`config.mk`:
```
export PLATFORM = sky130hd
export DESIGN_NAME = card_deck
export DESIGN_NICKNAME = d
export VERILOG_FILES = /design/src/rtl/blackjack_pkg.sv /design/src/rtl/lfsr16.sv /design/src/rtl/card_deck.sv
export SDC_FILE = /design/constraint.sdc
export NUM_CORES = 1
export LEC_CHECK = 0
export ABC_CLOCK_PERIOD_IN_PS = 10100
export CAP_MARGIN = 15
export CORE_MARGIN = 5
export CORE_UTILIZATION = 50
export DETAILED_ROUTE_END_ITERATION = 16
export PLACE_DENSITY = 0.63
export SETUP_SLACK_MARGIN = 0.3
export SLEW_MARGIN = 15
export SYNTH_ARGS = -nofsm -noshare
export SYNTH_HDL_FRONTEND = slang
export SYNTH_SLANG_ARGS = --single-unit
```
`constraint.sdc`:
```
create_clock -name CLK -period 10.1 [get_ports CLK]
set_input_delay 2.02 -clock CLK [delete_from_list [all_inputs] [get_ports CLK]]
set_output_delay 2.02 -clock CLK [all_outputs]
set_load 0.03 [all_outputs]
```
`src/rtl/blackjack_pkg.sv`:
```
// Shared types, constants and helpers for the Black Jack card source.
//   deck_state_t : deck controller states (FILL, SHUF, READY)
//   DECK_SIZE    : cards per deck
//   RANKS        : ranks per suit
//   LFSR_TAPS    : Fibonacci tap mask for x^16+x^14+x^13+x^11
//   card_value() : rank index (0..12) to Black Jack value (1..10)
//   mask()       : smallest all-ones value >= i, bounds the swap candidate
package blackjack_pkg;

   typedef enum logic [1:0] {
      FILL  = 2'd0,
      SHUF  = 2'd1,
      READY = 2'd2
   } deck_state_t;

   localparam int DECK_SIZE = 52;
   localparam int RANKS     = 13;

   // Bits 15,13,12,10 feed the XOR for x^16+x^14+x^13+x^11.
   localparam logic [15:0] LFSR_TAPS = 16'hB400;

   // Ace is rank 0 -> 1; ranks 9..12 (10,J,Q,K) all score 10.
   function automatic logic [3:0] card_value(input logic [3:0] rank);
      return (rank >= 4'd9) ? 4'd10 : rank + 4'd1;
   endfunction

   // Smear the highest set bit downward to get the enclosing all-ones mask.
   function automatic logic [5:0] mask(input logic [5:0] i);
      logic [5:0] m;
      m = i | (i >> 1);
      m = m | (m >> 2);
      m = m | (m >> 4);
      return m;
   endfunction

endpackage

```
`src/rtl/lfsr16.sv`:
```
// 16-bit Fibonacci LFSR used as the shuffle random source.
//   CLK   : clock, rising edge
//   RESET : synchronous active-high, loads SEED
//   LOAD  : synchronous reload of SEED
//   SEED  : load value, must be nonzero
//   EN    : advance one step
//   Q     : current LFSR state
module lfsr16
   import blackjack_pkg::*;
(
   input  logic        CLK,
   input  logic        RESET,
   input  logic        LOAD,
   input  logic [15:0] SEED,
   input  logic        EN,
   output logic [15:0] Q
);

   logic [15:0] q_q;
   logic [15:0] q_d;

   always_comb begin
      q_d = q_q;
      if (LOAD) begin
         q_d = SEED;
      end else if (EN) begin
         q_d = {q_q[14:0], ^(q_q & LFSR_TAPS)};
      end
   end

   always_ff @(posedge CLK) begin
      if (RESET) begin
         q_q <= SEED;
      end else begin
         q_q <= q_d;
      end
   end

   assign Q = q_q;

endmodule

```
`src/rtl/card_deck.sv`:
```
// 52-card deck for the Black Jack datapath: fills in rank order, optionally
// shuffles in place (Fisher-Yates driven by lfsr16), then deals one card
// value per request.
//   CLK        : clock, rising edge
//   RESET      : synchronous active-high
//   REQ        : deal request, sampled every cycle
//   SHUFFLE    : restart fill (and shuffle); wins over REQ
//   CARD       : last dealt value 1..10, held between deals
//   CARD_VALID : one-cycle pulse when CARD updates
//   REMAIN     : cards left to deal
//   EMPTY      : READY with nothing left
//   BUSY       : fill or shuffle in progress
// Handshake: a deal is accepted on a rising edge where REQ=1, the deck is
// READY with REMAIN>0 and SHUFFLE=0; the card appears with CARD_VALID one
// cycle later. Requests that are not accepted are dropped, never queued.
module card_deck
   import blackjack_pkg::*;
#(
   parameter logic [15:0] SEED       = 16'hACE1,
   parameter logic        SHUFFLE_EN = 1'b1
) (
   input  logic       CLK,
   input  logic       RESET,
   input  logic       REQ,
   input  logic       SHUFFLE,
   output logic [3:0] CARD,
   output logic       CARD_VALID,
   output logic [5:0] REMAIN,
   output logic       EMPTY,
   output logic       BUSY
);

   deck_state_t state_q, state_d;
   logic [5:0]  k_q, k_d;
   logic [3:0]  rank_q, rank_d;
   logic [1:0]  suit_q, suit_d;
   logic [5:0]  i_q, i_d;
   logic [5:0]  ptr_q, ptr_d;
   logic [5:0]  remain_q, remain_d;
   logic [3:0]  card_q, card_d;
   logic        valid_q, valid_d;
   logic [3:0]  deck_q [DECK_SIZE];
   logic [3:0]  deck_d [DECK_SIZE];

   logic [15:0] lfsr_q;
   logic [9:0]  lfsr_unused;
   logic [5:0]  j;

   lfsr16 u_lfsr (
      .CLK   (CLK),
      .RESET (RESET),
      .LOAD  (1'b0),
      .SEED  (SEED),
      .EN    (state_q == SHUF),
      .Q     (lfsr_q)
   );

   assign lfsr_unused = lfsr_q[15:6];

   // Candidate swap partner; rejected when it lands above i.
   assign j = lfsr_q[5:0] & mask(i_q);

   always_comb begin
      state_d  = state_q;
      k_d      = k_q;
      rank_d   = rank_q;
      suit_d   = suit_q;
      i_d      = i_q;
      ptr_d    = ptr_q;
      remain_d = remain_q;
      card_d   = card_q;
      valid_d  = 1'b0;
      deck_d   = deck_q;

      if (SHUFFLE) begin
         state_d  = FILL;
         k_d      = 6'd0;
         rank_d   = 4'd0;
         suit_d   = 2'd0;
         remain_d = 6'd0;
      end else begin
         case (state_q)
            FILL: begin
               deck_d[k_q] = card_value(rank_q);
               k_d = k_q + 6'd1;
               if (rank_q == 4'(RANKS - 1)) begin
                  rank_d = 4'd0;
                  suit_d = suit_q + 2'd1;
               end else begin
                  rank_d = rank_q + 4'd1;
               end
               // Last write: king of the fourth suit.
               if (suit_q == 2'd3 && rank_q == 4'(RANKS - 1)) begin
                  i_d = 6'(DECK_SIZE - 1);
                  if (SHUFFLE_EN) begin
                     state_d = SHUF;
                  end else begin
                     state_d  = READY;
                     ptr_d    = 6'd0;
                     remain_d = 6'(DECK_SIZE);
                  end
               end
            end
            SHUF: begin
               if (j <= i_q) begin
                  // j == i is a legal no-op swap.
                  deck_d[i_q] = deck_q[j];
                  deck_d[j]   = deck_q[i_q];
                  i_d = i_q - 6'd1;
                  if (i_q == 6'd1) begin
                     state_d  = READY;
                     ptr_d    = 6'd0;
                     remain_d = 6'(DECK_SIZE);
                  end
               end
            end
            READY: begin
               if (REQ && remain_q != 6'd0) begin
                  card_d   = deck_q[ptr_q];
                  valid_d  = 1'b1;
                  ptr_d    = ptr_q + 6'd1;
                  remain_d = remain_q - 6'd1;
               end
            end
            default: begin
               state_d = FILL;
            end
         endcase
      end
   end

   always_ff @(posedge CLK) begin
      if (RESET) begin
         state_q  <= FILL;
         k_q      <= 6'd0;
         rank_q   <= 4'd0;
         suit_q   <= 2'd0;
         i_q      <= 6'd0;
         ptr_q    <= 6'd0;
         remain_q <= 6'd0;
         card_q   <= 4'd0;
         valid_q  <= 1'b0;
      end else begin
         state_q  <= state_d;
         k_q      <= k_d;
         rank_q   <= rank_d;
         suit_q   <= suit_d;
         i_q      <= i_d;
         ptr_q    <= ptr_d;
         remain_q <= remain_d;
         card_q   <= card_d;
         valid_q  <= valid_d;
      end
   end

   // Deck contents are rewritten by FILL, so they need no reset.
   always_ff @(posedge CLK) begin
      deck_q <= deck_d;
   end

   assign CARD       = card_q;
   assign CARD_VALID = valid_q;
   assign REMAIN     = remain_q;
   assign EMPTY      = (state_q == READY) && (remain_q == 6'd0);
   assign BUSY       = (state_q != READY);

endmodule

```
==> summary.md <==
| Metric | Value |
|---|---|
| H-tree depth | 1 |
| DR WL/cell | ~36 um |
| First-pass GRT wire length | between 100000 and 150000 um |
| Final clock skew | 0.03366 ns |
| CTS Sinks | about 260 |
| Final min period | roughly 6.1 ns |
| Synth Instances | ~2100 |
| Sw power | about 0.54 mW |
| Crit path max-delay cell type | buf_4 |
| Largest net degree at the start of global routing | 60 |
| Post-Syn Area | roughly 19000 sq um |
| Worst VDD drop | around 0.00011 V |
| Least-Margin Pin Slew | ~1.3 ns |
| FP Rows | 71 |
| Leakage | about 6 nW |
| Final ANT Viol Nets | 0 |
| Max-Cap Viols | 0 |
| Int Power | 1.733 mW |
| Fill cells | 3412 |
| Setup Buffers After CTS | 0 |
| Final core utilization | 0.5419 |
| Distinct cell type count after synthesis | 69 |
| CP max stage delay | ~0.8 ns |
| Root Buffer | clkbuf_16 |
| CTS clk-pin slew, worst paths | 0.06 ns |
| CTS tree | done |
| Critical path type | reg2reg |
| CP Max Fanout | 59 |
| Logic pwr share | 0.046 |
| Clock Latency Late Sink | 0.59 ns |
| Power per cell area | approximately 110 nW/um^2 |
| Commonest non-fill, non-tap cell in the layout | nand2_1 |
| Vias in the first global route | 18480 |
| RSZ-0062 raised after global routing | no |
| DR vias | slightly below 20000 |
| Max Freq | approximately 160 MHz |
| Number of I/O pins | 17 |
| Critical Path RT | 10.36 ns |
| Detailed Route WL | approximately 90000 um |
| Die width | around 200 um |
| Core ar. | 37580 sq um |
| Gates resized, CTS repair | 0 |
| Hold Path Class | reg2reg |
| Most used cell, CP | buf_4 |
| Post-route DRC | 0 |
| Status | finished clean |
| GRT overflow | 0 |
| Share of the synthesized area in the top cell type | 0.3290 |
| Port bufs | 16 |
| Initial antenna violation count | 5 |
| FFs w/ async S/R, synth | 0 |
| Via density | between 7 and 8 |
| Flops & latches, synth | roughly 260 |
| Post-synthesis sequential area ratio | 0.3849 |
| DR pass1 iterations | 7 |
| Worst slew margin | 0.1523 |
| Most common flop cell mapped by yosys | edfxtp_1 |
| Startpoint Class | flop |
| Synth area leaders | edfxtp_1 (33%), mux4_2 (9.7%), o221ai_1 (7.8%) |
| Tcrit/Tclk final | 0.6078 |
| Placer Congestion | 1.089 |
| Area Growth Syn to Fin | 7.256% |
| Area leader, netlist | edfxtp_1 |
| Syn_nets | 2073 |
| CTS buffer count | 29 |
| Ys Warns | 0 |
| Critical path, cell by cell | buf_4 > o41ai_2 > buf_4 > clkinv_1 > buf_4 > nand2_1 > nor2_1 > buf_4 > a221o_1 > o41ai_1 > a31oi_1 > a211oi_4 > buf_4 > o221ai_1 |
| Clock power frac | 0.448 |
| Worst Setup End Kind | flop |
| Post-synth EDFFs | approximately 210 |
| Final Slew Violations | 0 |
| Final layout net count | between 1500 and 2000 |
| Setup_tns | 0 ns |
| Sw Ratio | 0.2392 |
| Total track usage | 0.4192 |
| Die Area | approximately 42000 sq um |
| Effective utilization at floorplan | 0.5052 |
| Estimated wirelength of the detail-placed design | between 50000 and 60000 um |
| 1st-iter DRT viols | roughly 3500 |
| Setup-failing EPs final | 0 |
| Reg area | around 7300 sq um |
| Cts hold-fix bufs | 0 |
| Area of the multi-input gates | 10850 sq um |
| Avg Synthesized Cell Area | just over 9 sq um |
| Commonest non-fill, non-tap cells in the layout | nand2_1 (346), edfxtp_1 (208), nor2_1 (197) |
| Crit path DAT | ~6.4 ns |
| Die Span Y | about 200 um |
| Final hold violations | 0 |
| Clock Tree Buf Depth | 3 |
| Share of layout cells above drive strength 1 | 0.1251 |
| Flop pwr share | 0.505 |
## cells by family (layout without fill, tap and decap cells)
| family | count (synthesis) | after routing | share of synthesized area |
|---|---|---|---|
| AO/OA/AOI/OAI | 658 | 658 | 0.2481 |
| XOR/XNOR | 10 | 10 | 0.004613 |
| adder cells (fa/ha/maj) | 16 | 16 | 0.01054 |
| buffers and inverters | 228 | 150 | 0.04976 |
| flip-flops | 261 | 261 | 0.3849 |
| multiplexers | 158 | 158 | 0.1392 |
| other | 0 | 2 | 0 |
| AND/OR/NAND/NOR | 722 | 722 | 0.1630 |
## synthesized netlist by cell type, types with 5 or more instances
| master | number |
|---|---|
| nand2_1 | 346 |
| o22ai_1 | 33 |
| a221o_1 | 8 |
| xnor2_1 | 6 |
| ha_1 | 16 |
| nor4_1 | 5 |
| mux2_2 | 28 |
| o21a_1 | 7 |
| nor3b_1 | 5 |
| o21ai_0 | 104 |
| or3_1 | 13 |
| o221ai_1 | 168 |
| and2_1 | 7 |
| a211oi_1 | 11 |
| a31oi_1 | 7 |
| nand3_1 | 70 |
| a311oi_1 | 7 |
| o211ai_1 | 30 |
| clkbuf_1 | 159 |
| nor3_1 | 21 |
| nand2b_1 | 12 |
| buf_2 | 23 |
| buf_1 | 14 |
| dfxtp_1 | 53 |
| nand3b_1 | 6 |
| nor2_1 | 200 |
| a21oi_1 | 133 |
| a22o_1 | 7 |
| inv_1 | 19 |
| a32oi_1 | 37 |
| buf_6 | 8 |
| and3_1 | 8 |
| mux2i_1 | 48 |
| nor2b_1 | 12 |
| mux4_2 | 82 |
| edfxtp_1 | 208 |
| a221oi_1 | 29 |
| a22oi_1 | 33 |
## routing by layer
metal / GRT usage / part of all wire / vias to the layer above
li1: - / - / 7869
met1: 0.5242 / 0.33 / 9303
met2: 0.6020 / 0.41 / 1956
met3: 0.1654 / 0.17 / 562
met4: 0.2737 / 0.092 / 10
met5: 0 / 0.00081 / -
## metrics by stage
| stage | instances | setup slack, ns | cell area [sq um] | hold WS [ns] | total power [mW] |
|---|---|---|---|---|---|
| floorplan | 2053 | 5.619 | 18990 | 0.4321 | 1.227 |
| global placement | 2433 | 4.344 | 19480 | 0.4448 | 1.271 |
| detailed placement | 2433 | 4.344 | 19480 | 0.4472 | 1.272 |
| CTS | 2486 | 4.298 | 20360 | 0.4569 | 2.266 |
| global route | 2487 | 3.937 | 20360 | 0.4834 | 2.319 |
| finish | 2488 | 3.962 | 20360 | 0.4534 | 2.278 |
## flip-flops by register name, summed over array words and instances, names as in the netlist
| name | flops |
|---|---|
| deck_q | 208 |
| u_lfsr.Q | 16 |
| REMAIN | 6 |
| i_q | 6 |
| k_q | 6 |
| ptr_q | 6 |
| CARD | 4 |
| rank_q | 4 |
| state_q | 2 |
| suit_q | 2 |
| CARD_VALID | 1 |
## area by class of cell
class / count / share of cell area
clock inverter: 12 / 0.004178
sequential: 261 / 0.3593
antenna: 2 / 0.0002458
inverter: 24 / 0.004424
timing repair buffer: 73 / 0.02888
clock buffer: 41 / 0.03883
tap: 511 / 0.03140
multi-input combinational: 1564 / 0.5328
## power groups by stage
stage               clock network (mW)  registers (mW)  logic, mW
floorplan                            0            1.17     0.0545
global placement                     0            1.17     0.0975
detailed placement                   0            1.17     0.0981
CTS                               1.02            1.15     0.0983
global route                      1.06            1.15      0.104
finish                            1.02            1.15      0.106
## worst paths after layout
check,cells after the start,start,slack [ns],endpoint
max,14,i_q[2],3.96,deck_q[3]
min,2,u_lfsr.Q[14],0.45,u_lfsr.Q[14]
max reg2reg,14,i_q[2],3.96,deck_q[3]
min reg2reg,2,u_lfsr.Q[14],0.45,u_lfsr.Q[14]
## critical path, delay by kind of cell (launching register included)
kind	cells	cell delay (ns)
AOI/OAI and AO/OA	6	2.05
buffers and inverters	6	2.68
DFF	1	0.30
and+or+nand+nor	2	0.80
Power figures use the tool's default switching activity.
